<file path="config.mk">
export PLATFORM = sky130hd
export DESIGN_NAME = mc_control_flat
export DESIGN_NICKNAME = d
export VERILOG_FILES = /design/src/rtl/mc_control_if.sv /design/src/rtl/mc_control.sv /design/src/flat_wrapper.sv
export SDC_FILE = /design/constraint.sdc
export NUM_CORES = 1
export LEC_CHECK = 0
export ABC_AREA = 1
export CAP_MARGIN = 20
export CORE_ASPECT_RATIO = 0.8
export CORE_UTILIZATION = 40
export CTS_CLUSTER_DIAMETER = 120
export DETAILED_ROUTE_END_ITERATION = 16
export PLACE_DENSITY = 0.77
export SLEW_MARGIN = 20
export SYNTH_ARGS = -nofsm -noshare
export SYNTH_HDL_FRONTEND = slang
export SYNTH_SLANG_ARGS = --single-unit
</file>
<file path="constraint.sdc">
create_clock -name clk -period 1.7 [get_ports clk]
set_input_delay 0.425 -clock clk [delete_from_list [all_inputs] [get_ports clk]]
set_output_delay 0.425 -clock clk [all_outputs]
set_load 0.02 [all_outputs]
</file>
<file path="src/rtl/mc_control_if.sv">
// Control bundle between the multi-cycle sequencer and the RISC-V datapath/debug unit.
// The master side is the sequencer; the slave side is the datapath it steers.
interface mc_control_if #(
    parameter int CNT_W = 32
);
    logic             run;
    logic             step;
    logic [6:0]       opcode;
    logic             zero;
    logic             ir_we;
    logic             pc_we;
    logic             pc_src;
    logic [1:0]       alu_a;
    logic [1:0]       alu_b;
    logic [1:0]       alu_op;
    logic             mem_we;
    logic             rf_we;
    logic [1:0]       rf_src;
    logic             busy;
    logic             instr_done;
    logic             illegal;
    logic [CNT_W-1:0] icount;
    logic [3:0]       state;

    modport master (
        input  run, step, opcode, zero,
        output ir_we, pc_we, pc_src, alu_a, alu_b, alu_op, mem_we, rf_we, rf_src,
        output busy, instr_done, illegal, icount, state
    );

    modport slave (
        output run, step, opcode, zero,
        input  ir_we, pc_we, pc_src, alu_a, alu_b, alu_op, mem_we, rf_we, rf_src,
        input  busy, instr_done, illegal, icount, state
    );
endinterface

</file>
<file path="src/rtl/mc_control.sv">
// Multi-cycle sequencer for the add/addi/lw/sw/beq/jal datapath, with run/step
// debug control, a retired-instruction counter and a sticky illegal-opcode halt.
module mc_control #(
    parameter int CNT_W = 32
) (
    input  logic       clk,
    input  logic       rst,
    mc_control_if.master ctl
);
    typedef enum logic [3:0] {
        IDLE     = 4'd0,
        FETCH    = 4'd1,
        DECODE   = 4'd2,
        EX_R     = 4'd3,
        EX_I     = 4'd4,
        MEM_ADDR = 4'd5,
        MEM_RD   = 4'd6,
        MEM_WR   = 4'd7,
        WB_ALU   = 4'd8,
        WB_MEM   = 4'd9,
        BRANCH   = 4'd10,
        JAL      = 4'd11,
        HALT     = 4'd12
    } state_t;

    localparam logic [6:0] OP_R   = 7'b0110011;
    localparam logic [6:0] OP_I   = 7'b0010011;
    localparam logic [6:0] OP_LW  = 7'b0000011;
    localparam logic [6:0] OP_SW  = 7'b0100011;
    localparam logic [6:0] OP_BEQ = 7'b1100011;
    localparam logic [6:0] OP_JAL = 7'b1101111;

    state_t           state_q, state_d;
    logic             step_pend_q, step_pend_d;
    logic             illegal_q, illegal_d;
    logic [CNT_W-1:0] icount_q;
    logic             busy;
    logic             done;

    assign busy = !(state_q inside {IDLE, HALT});
    assign done = state_q inside {WB_ALU, WB_MEM, MEM_WR, BRANCH, JAL};

    always_ff @(posedge clk or negedge rst) begin
        if (!rst) begin
            state_q     <= IDLE;
            step_pend_q <= 1'b0;
            illegal_q   <= 1'b0;
            icount_q    <= '0;
        end else begin
            state_q     <= state_d;
            step_pend_q <= step_pend_d;
            illegal_q   <= illegal_d;
            if (done)
                icount_q <= icount_q + CNT_W'(1);
        end
    end

    always_comb begin : next_state
        state_d   = state_q;
        illegal_d = illegal_q;
        unique case (state_q)
            IDLE: begin
                if (ctl.run || ctl.step || step_pend_q)
                    state_d = FETCH;
            end
            FETCH:  state_d = DECODE;
            DECODE: begin
                unique case (ctl.opcode)
                    OP_R:         state_d = EX_R;
                    OP_I:         state_d = EX_I;
                    OP_LW, OP_SW: state_d = MEM_ADDR;
                    OP_BEQ:       state_d = BRANCH;
                    OP_JAL:       state_d = JAL;
                    default: begin
                        state_d   = HALT;
                        illegal_d = 1'b1;
                    end
                endcase
            end
            EX_R, EX_I: state_d = WB_ALU;
            MEM_ADDR:   state_d = (ctl.opcode == OP_LW) ? MEM_RD : MEM_WR;
            MEM_RD:     state_d = WB_MEM;
            WB_ALU, WB_MEM, MEM_WR, BRANCH, JAL:
                state_d = (ctl.run || step_pend_q) ? FETCH : IDLE;
            HALT:    state_d = HALT;
            default: state_d = IDLE;
        endcase
    end

    // A pending step is consumed by any transition into FETCH; a new pulse while busy wins.
    always_comb begin : step_pending
        step_pend_d = step_pend_q;
        if (state_d == FETCH)
            step_pend_d = 1'b0;
        if (ctl.step && busy)
            step_pend_d = 1'b1;
    end

    always_comb begin : strobes
        ctl.ir_we  = 1'b0;
        ctl.pc_we  = 1'b0;
        ctl.pc_src = 1'b0;
        ctl.alu_a  = 2'd0;
        ctl.alu_b  = 2'd0;
        ctl.alu_op = 2'b00;
        ctl.mem_we = 1'b0;
        ctl.rf_we  = 1'b0;
        ctl.rf_src = 2'd0;
        unique case (state_q)
            FETCH: begin
                ctl.ir_we = 1'b1;
                ctl.alu_b = 2'd1;
                ctl.pc_we = 1'b1;
            end
            DECODE: begin
                ctl.alu_a = 2'd2;
                ctl.alu_b = 2'd3;
            end
            EX_R: begin
                ctl.alu_a  = 2'd1;
                ctl.alu_op = 2'b10;
            end
            EX_I: begin
                ctl.alu_a  = 2'd1;
                ctl.alu_b  = 2'd2;
                ctl.alu_op = 2'b10;
            end
            MEM_ADDR: begin
                ctl.alu_a = 2'd1;
                ctl.alu_b = 2'd2;
            end
            MEM_WR: ctl.mem_we = 1'b1;
            WB_ALU: ctl.rf_we = 1'b1;
            WB_MEM: begin
                ctl.rf_we  = 1'b1;
                ctl.rf_src = 2'd1;
            end
            // Only Mealy term: the branch is taken straight off the ALU compare.
            BRANCH: begin
                ctl.alu_a  = 2'd1;
                ctl.alu_op = 2'b01;
                ctl.pc_src = 1'b1;
                ctl.pc_we  = ctl.zero;
            end
            JAL: begin
                ctl.pc_we  = 1'b1;
                ctl.pc_src = 1'b1;
                ctl.rf_we  = 1'b1;
                ctl.rf_src = 2'd2;
            end
            default: ;
        endcase
    end

    assign ctl.busy       = busy;
    assign ctl.instr_done = done;
    assign ctl.illegal    = illegal_q;
    assign ctl.icount     = icount_q;
    assign ctl.state      = state_q;
endmodule

</file>
<file path="src/flat_wrapper.sv">
// flat-port wrapper written by rule: the top's interface ports become plain ports
module mc_control_flat 
#(
    parameter int CNT_W = 32
)
  (clk, rst, ctl_run, ctl_step, ctl_opcode, ctl_zero, ctl_ir_we, ctl_pc_we, ctl_pc_src, ctl_alu_a, ctl_alu_b, ctl_alu_op, ctl_mem_we, ctl_rf_we, ctl_rf_src, ctl_busy, ctl_instr_done, ctl_illegal, ctl_icount, ctl_state);
  mc_control_if #(.CNT_W(CNT_W)) ctl_i ();
  input  logic clk;
  input  logic rst;
  input wire logic [$bits(ctl_i.run)-1:0] ctl_run;
  input wire logic [$bits(ctl_i.step)-1:0] ctl_step;
  input wire logic [$bits(ctl_i.opcode)-1:0] ctl_opcode;
  input wire logic [$bits(ctl_i.zero)-1:0] ctl_zero;
  output wire logic [$bits(ctl_i.ir_we)-1:0] ctl_ir_we;
  output wire logic [$bits(ctl_i.pc_we)-1:0] ctl_pc_we;
  output wire logic [$bits(ctl_i.pc_src)-1:0] ctl_pc_src;
  output wire logic [$bits(ctl_i.alu_a)-1:0] ctl_alu_a;
  output wire logic [$bits(ctl_i.alu_b)-1:0] ctl_alu_b;
  output wire logic [$bits(ctl_i.alu_op)-1:0] ctl_alu_op;
  output wire logic [$bits(ctl_i.mem_we)-1:0] ctl_mem_we;
  output wire logic [$bits(ctl_i.rf_we)-1:0] ctl_rf_we;
  output wire logic [$bits(ctl_i.rf_src)-1:0] ctl_rf_src;
  output wire logic [$bits(ctl_i.busy)-1:0] ctl_busy;
  output wire logic [$bits(ctl_i.instr_done)-1:0] ctl_instr_done;
  output wire logic [$bits(ctl_i.illegal)-1:0] ctl_illegal;
  output wire logic [$bits(ctl_i.icount)-1:0] ctl_icount;
  output wire logic [$bits(ctl_i.state)-1:0] ctl_state;
  assign ctl_i.run = ctl_run;
  assign ctl_i.step = ctl_step;
  assign ctl_i.opcode = ctl_opcode;
  assign ctl_i.zero = ctl_zero;
  assign ctl_ir_we = ctl_i.ir_we;
  assign ctl_pc_we = ctl_i.pc_we;
  assign ctl_pc_src = ctl_i.pc_src;
  assign ctl_alu_a = ctl_i.alu_a;
  assign ctl_alu_b = ctl_i.alu_b;
  assign ctl_alu_op = ctl_i.alu_op;
  assign ctl_mem_we = ctl_i.mem_we;
  assign ctl_rf_we = ctl_i.rf_we;
  assign ctl_rf_src = ctl_i.rf_src;
  assign ctl_busy = ctl_i.busy;
  assign ctl_instr_done = ctl_i.instr_done;
  assign ctl_illegal = ctl_i.illegal;
  assign ctl_icount = ctl_i.icount;
  assign ctl_state = ctl_i.state;
  mc_control #(.CNT_W(CNT_W)) u_core (.clk(clk), .rst(rst), .ctl(ctl_i));
endmodule
</file>
Word level (Yosys, flattened, before mapping)
Index checks and enable logic that the tools add are counted.

Eq/ne operators: 19. Reduce and logical (&&, ||, !) cells: 19. $add $sub $neg: 1. Bitwise operators: 1. Muxes and demuxes: 16.

Operators with widths (number): 32-bit by 1-bit adder with 32-bit output, second input constant (1); 4-bit one-hot mux with 8 select lines (1); 4-bit == test, second input constant (5); 4-bit one-hot mux with 5 select lines (1); 4-bit by 3-bit == test with 1-bit output, second input constant (4); 7-bit by 6-bit == test with 1-bit output, second input constant (2); 7-bit == test, second input constant (2); 2-bit one-hot mux with 2 select lines (3); 2-bit OR reduction (5); 4-bit by 1-bit == test with 1-bit output, second input constant (2); 4-bit by 2-bit == test with 1-bit output, second input constant (2); 1-bit two-way mux (8); 7-bit by 2-bit == test with 1-bit output, second input constant (1); 7-bit by 5-bit == test with 1-bit output, second input constant (1); 2-bit one-hot mux with 3 select lines (1); 6-bit OR reduction (1); 5-bit nonzero test (1); 5-bit OR reduction (1); 4-bit zero test (1); 4-bit two-way mux (1); 2-bit nonzero test (2); 4-bit OR reduction (1); 1-bit logical OR (3); 3-bit OR reduction (1); other kinds (5) (5).

Logic and storage cells: 60. Flip-flop bits (word level): 38. Output and inout port bits: 52. Input bits: 12.

Depth between registers and ports, before layout
Gate-level depths: netlist of the first run.

Depth in word-level cells: 7. Gate-level depth with buffers: 11. Depth with buffers taken out: 11.

Worst setup path after synthesis of the first run
OpenSTA, ideal clock, no wires.

Kind: flip-flop to output port. From: register u_core.state_q[3] (netlist: u_core.ctl.state[3]). To: output ctl_pc_we. Stages on the path, launching flop included: 7. Arrival time: 1560 ps. Setup slack: -285 ps. Path buffers: 0. Cells stage by stage: dfrtp_1 -> inv_1 -> nor2_1 -> inv_1 -> nor2_1 -> o21ai_0 -> nand2_1.

Longest elaborated chain between the ends: 3.

Ends and longest elaborated chain: start, declared (line mc_control.sv:33) `state_t state_q, state_d;`; start signal, assigned (line mc_control.sv:50) `state_q <= state_d;`; 4-bit by 1-bit == test with 1-bit output or 4-bit == test (tied branches) (line mc_control.sv:109) `unique case (state_q)`; 2-bit OR reduction (no line); 1-bit one-hot mux with 2 select lines (*) (line mc_control.sv:109); end, declared (line flat_wrapper.sv:15) `output wire logic [$bits(ctl_i.pc_we)-1:0] ctl_pc_we;`.

Mark *: on every way between the ends. The rest lies on a longest branch, timed or not.

Worst setup path in the final report of the first run
From: register u_core.state_q[1] (netlist: u_core.ctl.state[1]). To: output ctl_busy.

Longest elaborated chain between the ends: 3.

Ends and longest elaborated chain: 4-bit == test or 4-bit zero test (tied branches) (line mc_control.sv:40) `assign busy = !(state_q inside {IDLE, HALT});`; 2-bit nonzero test (*) (line mc_control.sv:40); 1-bit zero test (*) (line mc_control.sv:40); end, declared (line flat_wrapper.sv:23) `output wire logic [$bits(ctl_i.busy)-1:0] ctl_busy;`.

Marks and branches as above.

==> results.md, run 1 <==
Clocking:
- The root buffer cell chosen for the clock tree is clkbuf_8.
- The number of hold buffers added after CTS is 0.
- Counting the buffers created by CTS gives 5.
- The later pin in the worst-skew pair is clocked with a latency of 0.29 ns.
- The clock tree synthesis step divided the H-tree into 2 levels.
- Clock-pin slew was measured on the worst setup and hold paths at 0.07 ns.
- TritonCTS built the clock tree.
- The deepest clock path buffer count is 2.
- For this design, the sink count on the clock tree is 38.

Yosys:
- The share of the synthesized area in the top cell type is 41.2%.
- The number of register bits inferred by synthesis is 38.
- The largest total area in the synthesized netlist belongs to dfrtp_1.
- The cell area after synthesis is 2310 um2.
- The most used flip-flop cell after synthesis is dfrtp_1.
- Dividing the synthesized area by the synthesized cell count gives 7.20 um2.
- The cell count after synthesis is roughly 320.
- After synthesis, the most frequently instantiated cells are nand2_1, nor2_1, inv_1.
- The distinct cell type count after synthesis is 22.
- By area the synthesized netlist is led by dfrtp_1, nand2_1, nor2_1.
- The number of enable flip-flop cells after synthesis is 0.
- The yosys synthesis warning count is 0.
- In the post-synthesis netlist, the cell with the most instances is nand2_1.
- The share of async-settable or async-resettable flops after synthesis is 100%.
- The sequential share of the synthesized area is 41.2%.
- The number of nets in the synthesized netlist is about 330.

Placement:
- The count of buffers added on input and output ports is 63.
- The final weighted congestion of routability-driven global placement is 0.908.
- The setup slack at placement is -0.322 ns.
- The cell count after placement is 495.
- The total placed instance area is 3330 um2.
- The wire-length estimate of the detail-placed layout is roughly 5000 um.

Final layout:
- In the final layout, the share of cells above drive strength 1 is a little under 30%.
- The growth of design area from synthesis to finish is 57.7%.
- Once layout is done, the placed cells without fillers occupy 3640 um2.
- The number of antenna diodes in the final layout is 0.
- The non-filler instance count after layout is 510.
- In the final design database the tool counted about 440 nets.

Timing:
- Based on the critical path, the design can be clocked at up to 556 MHz.
- Setup repair after global routing could not meet its margin everywhere.
- The max-slew violation count is 0.
- The worst-case clock skew is between 0.006 and 0.007 ns.
- The max-slew headroom at the worst pin is 67.7%.
- The share of the clock period used by the worst path after layout is 106%.
- The worst-margin pin slew is 0.484 ns.
- The total count of hold-check failures in the final report came to 0.
- The final critical delay including setup and external delays is between 1.5 and 2 ns.
- Setup violations remaining at the end of the flow were counted as 11.
- The final critical-path setup slack is -0.0988 ns.

GRT:
- Entering global routing, the biggest net connects 21 pins.
- The global-route usage over all layers is 23.5%.
- Summed over all layers, the global routing overflow is 0.
- The first global-routing pass estimated between 10000 and 15000 um of wire.
- The via count of the first global-routing pass is around 2400.
- The initial antenna violation count came to 0.

Critical path:
- At the worst endpoint, the arrival time is 1.37 ns.
- The category of the most critical setup path is reg2out.
- The startpoint identified for the worst register-to-register timing path is u_core.ctl.state[2]$_DFF_PN0_.
- STA classifies the critical path endpoint as a primary output.
- The critical path starts at u_core.ctl.state[1]$_DFF_PN0_.
- The highest net fanout along the worst path is 4.
- In this run the worst setup path terminates at ctl_busy.
- In this run the register-to-register setup slack is 0.05 ns.
- STA classifies the critical path startpoint as a flip-flop.
- At the worst endpoint, the required time is approximately 1.3 ns.
- In this run the critical register-to-register path is captured at u_core.step_pend_q$_DFFE_PN0P_.
- The logic depth of the worst register-to-register path is 11.

Power and ir drop:
- The total power density per cell area is 1120 nW/um2.
- VDD sags by at most 0.472 mV.
- The static power due to leakage is 1.91 nW.

Routing:
- In the final routed layout, each cell accounts on average for 13.4 um.
- The total number of vias is 2459.
- The number of DRC violations after detailed routing is 0.
- After the first detailed-routing iteration, the DRC count stood at between 150 and 200.
- The pre-antenna-repair detailed-routing pass consisted of 4 iterations.
- The via count normalized by instance count is 4.82.
- The total wire length after detailed routing is 6810 um.
- The remaining number of nets flagged by the antenna check after routing is 0.

Die:
- The die covers 6080 um2.
- The floorplan step set the die width to approximately 87 um.
- The top-level port count is 64.
- The die outline height is 70.0 um.
- For this configuration, the core starts out at a cell density of 42.0%.
- The area of the core is ~5500 um2.
- The floorplan has 24 rows.

Hold path:
- The worst hold path class is in2async.

Outcome:
- The final reports fail on negative setup slack.
- The run finished, with violations left.

Run:
- The max capacitance violation total is 0.
## per-stage QoR
stage	setup TNS [ns]	hold slack (ns)	util (%)	total power, mW
2_1_floorplan	0	0.129	-	2.06
3_3_place_gp	-2.94	0.399	60.5	3.00
3_5_place_dp	-3.61	0.405	60.5	3.07
4_1_cts	-0.575	0.0861	62.3	3.73
5_1_grt	-1.88	0.104	66.3	4.29
6_report	-0.729	0.0826	66.3	4.09
## flip-flops by register name, indices dropped and copies added, names as in the netlist
| name | flops |
|---|---|
| u_core.ctl.icount | 32 |
| u_core.step_pend_q | 1 |
| u_core.ctl.state | 4 |
| u_core.ctl.illegal | 1 |
## worst min-delay path by stage
stage / start / end / slack [ns] / cells past startpoint
global placement: rst / u_core.ctl.icount[24]$_DFFE_PN0P_ / 0.40 / 1
global route: rst / u_core.ctl.icount[19]$_DFFE_PN0P_ / 0.10 / 1
CTS: rst / u_core.ctl.icount[19]$_DFFE_PN0P_ / 0.09 / 1
detailed placement: rst / u_core.ctl.icount[19]$_DFFE_PN0P_ / 0.40 / 1
floorplan: rst / u_core.ctl.icount[0]$_DFFE_PN0P_ / 0.13 / 0
finish: rst / u_core.ctl.icount[19]$_DFFE_PN0P_ / 0.08 / 1
## cells in the final DEF (no fill, tap or decap), types with 2 or more instances in the layout
cell	n
dfrtp_2	4
dlymetal6s2s_1	2
xor2_1	21
nand3_1	16
clkdlybuf4s50_1	10
dlygate4sd2_1	33
buf_12	2
buf_4	37
nor2_2	12
clkbuf_8	6
nor2_4	15
buf_2	4
nand4_1	7
nor3_1	13
xnor2_1	7
inv_1	35
a21oi_2	2
nand2_4	3
nor2_1	30
dfrtp_1	34
nor3_2	2
inv_2	4
nand2_1	90
a21oi_1	2
inv_4	4
nand2_2	6
buf_6	16
## metal layers
layer,part of all wire (%),vias up,GRT usage [%]
li1,-,1210,-
met1,45,1167,31.9
met2,48,77,38.5
met3,5.9,5,4.14
met4,0.81,0,6.11
met5,0,-,0
## kinds of logic after synthesis
group	count (synthesis)	synth area share, %
AO/OA/AOI/OAI	9	2.11
AND/OR/NAND/NOR	200	37.9
buffers and inverters	45	7.69
flip-flops	38	41.2
XOR/XNOR	28	10.6
adder cells (fa/ha/maj)	1	0.542
## power breakdown
part	switching, mW	leakage, nW	internal (mW)
registers	0.168	0.505	1.01
clock network	0.314	0.0482	0.327
logic	1.22	1.35	1.05
## what timing repair did
action,CTS,global route
endpoints found under the hold margin,0,0
buffers inserted,5,2
pin swaps,4,13
setup endpoints to repair,54,34
gates resized for setup,131,60
## worst max-delay path, cell delays in order (launching register included)
cell and delay, ns:
dfrtp_2 0.46, inv_4 0.10, buf_4 0.13, nand2_1 0.06, nor2_2 0.13, a21oi_2 0.06, buf_2 0.16
## area by class of cell
class,count,area [um2]
flip-flops and latches,38,956
inverters,43,171
multi-input cells,238,1380
clock buffers,7,86.3
fillers,463,1850
well taps,78,97.6
clock inverters,1,5.00
repair buffers,105,942
(Power assumes the default switching activity.)
==> run 2: changes to the inputs <==
clock period = 2.15 ns   (was 1.7 ns; I/O delays follow)
==> run 2 against run 1 <==
Compared with the run above:
- non-clock buffer count down 29
- routed wire length down 17%
- clock power down 22%
- the run now ends clean
- largest cell class unchanged
- final cell count down 5.7%
- critical path depth down 1
- global-route usage down 2.9 points
- via count down 8.3%
==> results.md, run 2 (same netlist as run 1, synthesis figures left out) <==
Outcome:
- The flow ran to the end, and the final reports show no timing, DRC or antenna violations.

GRT:
- The first global-routing pass estimated 9710 um of wire.
- Entering global routing, the biggest net connects 39 pins.
- The via count of the first global-routing pass is 2111.
- The global-route congestion overflow total is 0.
- The initial antenna violation count is 0.
- For this run, the total global-route usage over all layers was measured as 20.6%.

Critical path:
- The worst setup path is launched from a flip-flop.
- The cell family contributing the most delay on the critical path is buffers and inverters.
- The logic depth of the worst register-to-register path is 11.
- At the worst endpoint, the required time is 1.61 ns.
- The critical path is of the reg2out type.
- The critical path goes through inv_1 -> nand2_1 -> nor2_1 -> a21oi_1 -> dlygate4sd2_1.
- Counting both buffers and inverters, the worst setup path holds a total of 2.
- The highest net fanout along the worst path is 4.
- For the worst setup path, the data arrival time is 1.50 ns.
- The type of element capturing the critical path is a primary output.
- The critical register-to-register path startpoint is u_core.ctl.state[3]$_DFF_PN0_.
- The critical register-to-register path endpoint is u_core.ctl.icount[19]$_DFFE_PN0P_.
- For this design, the slowest cell found on the critical path is dfrtp_1.
- For this run, the slowest stage of the critical path takes 0.42 ns.
- The internal reg-to-reg setup slack is roughly 0.38 ns.

Clocking:
- The total number of H-tree levels is 2.
- The tree is rooted in a clkbuf_8.
- The clock edge transition at the registers on the reported setup and hold paths is 0.07 ns.
- The number of buffers added for setup after CTS is 0.
- The number of buffers created by CTS is 5.
- Counting along the longest clock path gives a buffer depth of 2.
- Buffers inserted to repair hold after CTS numbered 0.
- The number of sinks handled by clock tree synthesis is 38.
- TritonCTS built the clock tree.
- The clock network latency to the later pin of the worst-skew pair is around 0.29 ns.

Placement:
- The setup slack at placement is -0.0980 ns.
- At the end of routability-driven placement, the weighted congestion stood at 0.890.
- Detailed placement ended at an HPWL of 4470 um.
- The cell count after placement is 473.
- In this run the cell area measured after placement is 3110 um2.
- Buffers placed on the I/O ports in this run total 63.

Final layout:
- The count of inserted antenna diode cells is 0.
- The net count reported at finish is 415.
- The share of layout cells above drive strength 1 is between 10% and 20%.
- The area occupied by multi-input gates is approximately 1200 um2.
- In the layout the commonest cells are nand2_1, nor2_1, clkdlybuf4s50_1.
- The growth of design area from synthesis to finish is 37.1%.
- Across the whole layout, storage elements account for 951 um2.
- The design area is 3170 um2.
- The filler cells instantiated in the layout total ~530.
- The commonest non-fill, non-tap cell in the layout is nand2_1.
- The register with the most flip-flops in the layout has 32 of them.
- After the flow finishes, the layout carries non-filler instances totaling between 400 and 500.

Power and ir drop:
- Summed over all cells, the static leakage comes to 1.53 nW.
- IR analysis of the VDD net gives a maximum drop of about 0.30 mV.
- For this design the ratio of total power to cell area is 811 nW/um2.

Timing:
- The final critical delay including setup and external delays is a little over 2 ns.
- The share of the clock period used by the worst path after layout is a little over nine tenths.
- Setup violations remaining at the end of the flow were counted as 0.
- The max-slew violation count is 0.
- At the pin with the least slew margin, the transition time is 0.481 ns.
- The final hold slack is 0.277 ns.
- Setup repair after global routing could not meet its margin everywhere.
- The worst pin sits at a relative slew slack of 67.9%.
- The worst-case clock skew is about 0.0072 ns.
- The setup total negative slack is 0 ns.
- After layout, the worst setup slack is 0.113 ns.
- The achievable frequency is 491 MHz.
- The total count of hold-check failures in the final report is 0.

Routing:
- The remaining number of nets flagged by the antenna check after routing is 0.
- The routed design has 5680 um of wire.
- The detailed-routing iteration count for the pre-antenna-repair pass is 5.
- After detailed routing, the number of remaining DRC violations is 0.
- The average wire length per cell after detail routing is 11.8 um.
- The detailed router finished its first iteration with 164 violations.
- The total number of vias is 2255.
- The via count normalized by instance count is 4.69.

Die:
- In this run the horizontal extent of the chip is 87.0 um.
- Once the floorplan was initialized, standard cells occupied 42.0% of the core.
- The area of the core is 5500 um2.
- The floorplan step set the die height to 70.0 um.
- The die area is 6080 um2.
- The initialized floorplan defines 24 standard-cell rows.
- The top-level port count is 64.

Hold path:
- The path class of the tightest hold or removal check is in2async.

Run:
- Max-cap violations in this run came to 0.
-- run 2: cell types whose count changed in the layout (fill, tap and decap cells not counted), moves of 10 or more --
cell	previous run	this run
clkdlybuf4s50_1	10	47
dlygate4sd2_1	33	5
buf_4	37	14
nor2_1	30	52
buf_6	16	0
nor2_4	15	3
nor2_2	12	2
-- run 2: worst reg2reg max path, stage by stage (launching register included) --
cell     delay [ns]
dfrtp_1        0.42
inv_1          0.09
nand2_1        0.12
nor2_4         0.14
nor2_4         0.04
buf_4          0.19
nor3_2         0.18
nand2_1        0.13
nor2_2         0.19
nand2_1        0.07
nand2_1        0.06
nand2_1        0.04
-- run 2: metrics by stage --
| stage | power [mW] | utilization (%) |
|---|---|---|
| 2_1_floorplan | 1.57 | - |
| 3_3_place_gp | 2.13 | 56.7 |
| 3_5_place_dp | 2.16 | 56.7 |
| 4_1_cts | 2.60 | 58.1 |
| 5_1_grt | 2.74 | 57.6 |
| 6_report | 2.57 | 57.6 |
-- run 2: how the worst max path moves through the flow --
stage	start	to	slack, ns	depth (start not counted)
floorplan	u_core.ctl.state[3]$_DFF_PN0_	ctl_pc_we	0.05	6
global placement	ctl_zero	ctl_pc_we	-0.09	4
detailed placement	ctl_zero	ctl_pc_we	-0.1	4
CTS	u_core.ctl.state[2]$_DFF_PN0_	ctl_alu_b[1]	-0.02	6
global route	u_core.ctl.state[1]$_DFF_PN0_	ctl_alu_b[1]	-0.01	7
finish	u_core.ctl.state[1]$_DFF_PN0_	ctl_busy	0.11	5
-- run 2: report_power, final --
part           internal (mW)  total [mW]  switching [mW]
registers              0.797       0.892          0.0957
logic                  0.463        1.17           0.711
clock network          0.258       0.502           0.244
-- run 2: metal layers --
metal | track usage [%] | part of all wire [%]
met5 | 0 | 0
met4 | 7.04 | 1.1
met3 | 3.90 | 5.3
met2 | 31.3 | 43
met1 | 29.4 | 51
-- run 2: timing repair --
item	CTS	global route
setup endpoints to repair	15	10
pin swaps	0	0
endpoints found under the hold margin	0	0
resized for setup	17	20
-- run 2: final cells by class --
| class | count | share of cell area, % |
|---|---|---|
| clock buffers | 7 | 2.73 |
| clock inverters | 1 | 0.158 |
| inverters | 43 | 5.10 |
| multi-input cells | 238 | 37.4 |
| flip-flops and latches | 38 | 30.0 |
| well taps | 78 | 3.08 |
| repair buffers | 76 | 21.5 |
==> run 3: changes to the inputs <==
CORE_UTILIZATION = 52   (was 40)
PLACE_DENSITY = 0.94   (was 0.77)
==> run 3 against run 2 <==
Compared with the run above:
- critical path depth is 1 higher
- non-clock buffer count is 2 lower
- routed wire length is 9.3% higher
- largest cell class unchanged
- clock-buffer cell count is 1 higher
- core utilization is 17 points higher
- hold slack worse by 0.031 ns
- combinational power hardly changed
- final cell count is 4.8% lower
- sequential share of layout area is 0.29 points higher
- global-route usage is 7.5 points higher
- highest routed layer unchanged
==> results.md, run 3 (same netlist as run 1, synthesis figures left out) <==
Timing:
- The achievable frequency is 485 MHz.
- The routed design could run at a clock period as short as slightly above 2 ns.
- The clock arrives with 0.00339 ns of skew.
- In this run the tightest slew margin relative to its limit is ~60%.
- The total count of hold-check failures in the final report is 0.
- The share of the clock period used by the worst path after layout is 95.9%.
- The count of endpoints failing setup in the final report is 0.
- The worst-margin pin slew is 0.600 ns.
- The max-slew violation count is 0.
- Setup repair after global routing left no endpoint under its margin.

Final layout:
- Once layout is complete, the cells apart from fillers number 458.
- The commonest non-fill, non-tap cell in the layout is nand2_1.
- The area of all sequential standard cells is between 900 and 1000 um2.
- In the final layout, the multi-input gates occupy between 1000 and 1500 um2.
- Leaving out fill and tap cells, the most frequent cells in the layout are nand2_1, nor2_1, clkdlybuf4s50_1.
- The share of layout cells above drive strength 1 is 10.2%.
- The register with the most flip-flops in the layout has 32 of them.
- The count of inserted antenna diode cells is 0.
- In the final design database the tool counted ~410 nets.
- After routing the design area is 3140 um2.
- The layout has between 200 and 300 filler cells.
- The area growth from synthesis to layout is 35.8%.

Die:
- The die outline height is 61.6 um.
- The area of the core is 4230 um2.
- The count of standard-cell rows is 21.
- The floorplan step defined a die boundary enclosing 4710 um2.
- The starting utilization of the core area is 54.6%.
- The die is between 70 and 80 um wide.
- Pin placement for this block handled between 60 and 70 I/O pins.

Routing:
- The violation count after the first detailed-routing iteration is 281.
- The via count normalized by instance count is around 5.2.
- The average wire length per cell after detail routing is 13.6 um.
- The total wire length after detailed routing is 6210 um.
- Detailed routing inserted a total of between 2000 and 2500 vias.
- After detailed routing, the number of remaining DRC violations is 0.
- The first TritonRoute pass finished after 5 iterations.
- In this run the remaining antenna-violating nets after routing total 0.

Placement:
- After legalization and detailed placement, the total HPWL measured 4580 um.
- The total placed instance area is 3070 um2.
- The final weighted congestion of routability-driven global placement is 0.874.
- Input and output buffers added on the ports amount to 63.
- The cell count after placement is 449.

Clocking:
- The CTS tree is built.
- For this design, the CTS-stage hold fixing added 0 buffers.
- The number of sinks handled by clock tree synthesis is 38.
- The clock network latency to the later pin of the worst-skew pair is 0.29 ns.
- The tree is rooted in a clkbuf_8.
- TritonCTS created 5 clock buffers.
- The deepest clock path buffer count is 2.
- CTS built an H-tree with a depth of 2.
- The clock edge transition at the registers on the reported setup and hold paths is 0.07 ns.

Power and ir drop:
- The total power density per cell area is 843 nW/um2.
- The static power due to leakage is 1.52 nW.
- The maximum vdd drop is approximately 0.67 mV.

Critical path:
- STA classifies the critical path endpoint as a primary output.
- The critical register-to-register path startpoint is u_core.ctl.state[3]$_DFF_PN0_.
- The highest cell delay on the worst timing path is 0.43 ns.
- The slowest stage of the critical path belongs to the cell dfrtp_1.
- In this design, the largest share of critical-path delay is due to buffers and inverters.
- Together, buffers and inverters on the worst path number 4.
- The category of the most critical setup path is reg2out.
- In this run the worst path has a maximum fanout of 6.
- The critical register-to-register path endpoint is u_core.ctl.icount[26]$_DFFE_PN0P_.
- The logic depth of the worst register-to-register path is 10.
- The signal on the critical path passes through inv_1 -> nor2_1 -> buf_4 -> nor2_4 -> inv_1 -> clkdlybuf4s15_1.
- STA puts the critical path data required time at 1.61 ns.
- The internal reg-to-reg setup slack is 0.31 ns.
- Data arrives at the worst endpoint at 1.52 ns.
- The critical path launch point type is a flip-flop.
- The critical path's most frequent cell is inv_1.

GRT:
- The initial antenna violation count is 0.
- The global-route usage over all layers is 28.1%.
- The maximum number of pins on one net before global-route repair is 27.
- The global-route wire length before repair is 10200 um.
- The via count of the first global-routing pass is approximately 2300.
- Summed over all layers, the global routing overflow is 0.

Outcome:
- The run finished with clean final reports.

Run:
- Across the run, the number of max-cap violations was 0.

Hold path:
- The worst hold path class is in2async.
## run 3: cell types whose count changed in the layout (fill, tap and decap cells not counted)
cell	delta
buf_4	-3
clkbuf_8	+2
clkbuf_2	+1
clkbuf_1	-1
buf_2	+1
clkdlybuf4s15_1	-1
clkinv_2	-1
## run 3: timing repair
item | CTS | global route
setup endpoints to repair | 15 | 10
resized for setup | 17 | 20
buffers inserted | 0 | 1
gates cloned | 0 | 0
## run 3: area by class of cell
class                   instances  share of cell area [%]
multi-input cells             238                    37.8
flip-flops and latches         38                    30.3
repair buffers                 74                    20.9
inverters                      43                    5.15
clock buffers                   8                    3.51
well taps                      57                    2.27
## run 3: worst max-delay path by stage
stage | endpoint | cells past startpoint | from
global placement | ctl_pc_we | 4 | ctl_zero
finish | ctl_instr_done | 6 | u_core.ctl.state[3]$_DFF_PN0_
global route | ctl_alu_a[0] | 7 | u_core.ctl.state[3]$_DFF_PN0_
detailed placement | ctl_pc_we | 4 | ctl_zero
floorplan | ctl_pc_we | 6 | u_core.ctl.state[3]$_DFF_PN0_
CTS | ctl_alu_a[0] | 6 | u_core.ctl.state[2]$_DFF_PN0_
## run 3: metrics by stage
stage / utilization (%) / setup TNS (ns) / hold slack [ns] / power, mW / setup slack [ns]
final: 74.1 / 0 / 0.246 / 2.64 / 0.0885
after global routing: 74.1 / 0 / 0.269 / 2.78 / 0.0122
after CTS: 74.7 / 0 / 0.252 / 2.64 / 0.00348
after detailed placement: 72.5 / -0.0920 / 0.476 / 2.14 / -0.0920
after global placement: 72.5 / -0.0854 / 0.470 / 2.11 / -0.0854
after floorplan: - / 0 / 0.242 / 1.57 / 0.0523
## run 3: power breakdown
part	switching [mW]	internal [mW]	leakage [nW]
registers	0.0966	0.797	0.511
clock network	0.248	0.324	0.0575
logic	0.735	0.445	0.956
total	1.08	1.57	1.52
## run 3: per-layer routing
metal  track usage (%)  part of all wire (%)  up-vias
met3              5.19                   7.0       21
li1                  -                     -     1147
met4              14.0                   2.3        0
met1              34.4                    43     1110
met5                 0                     0        -
met2              49.7                    47      115
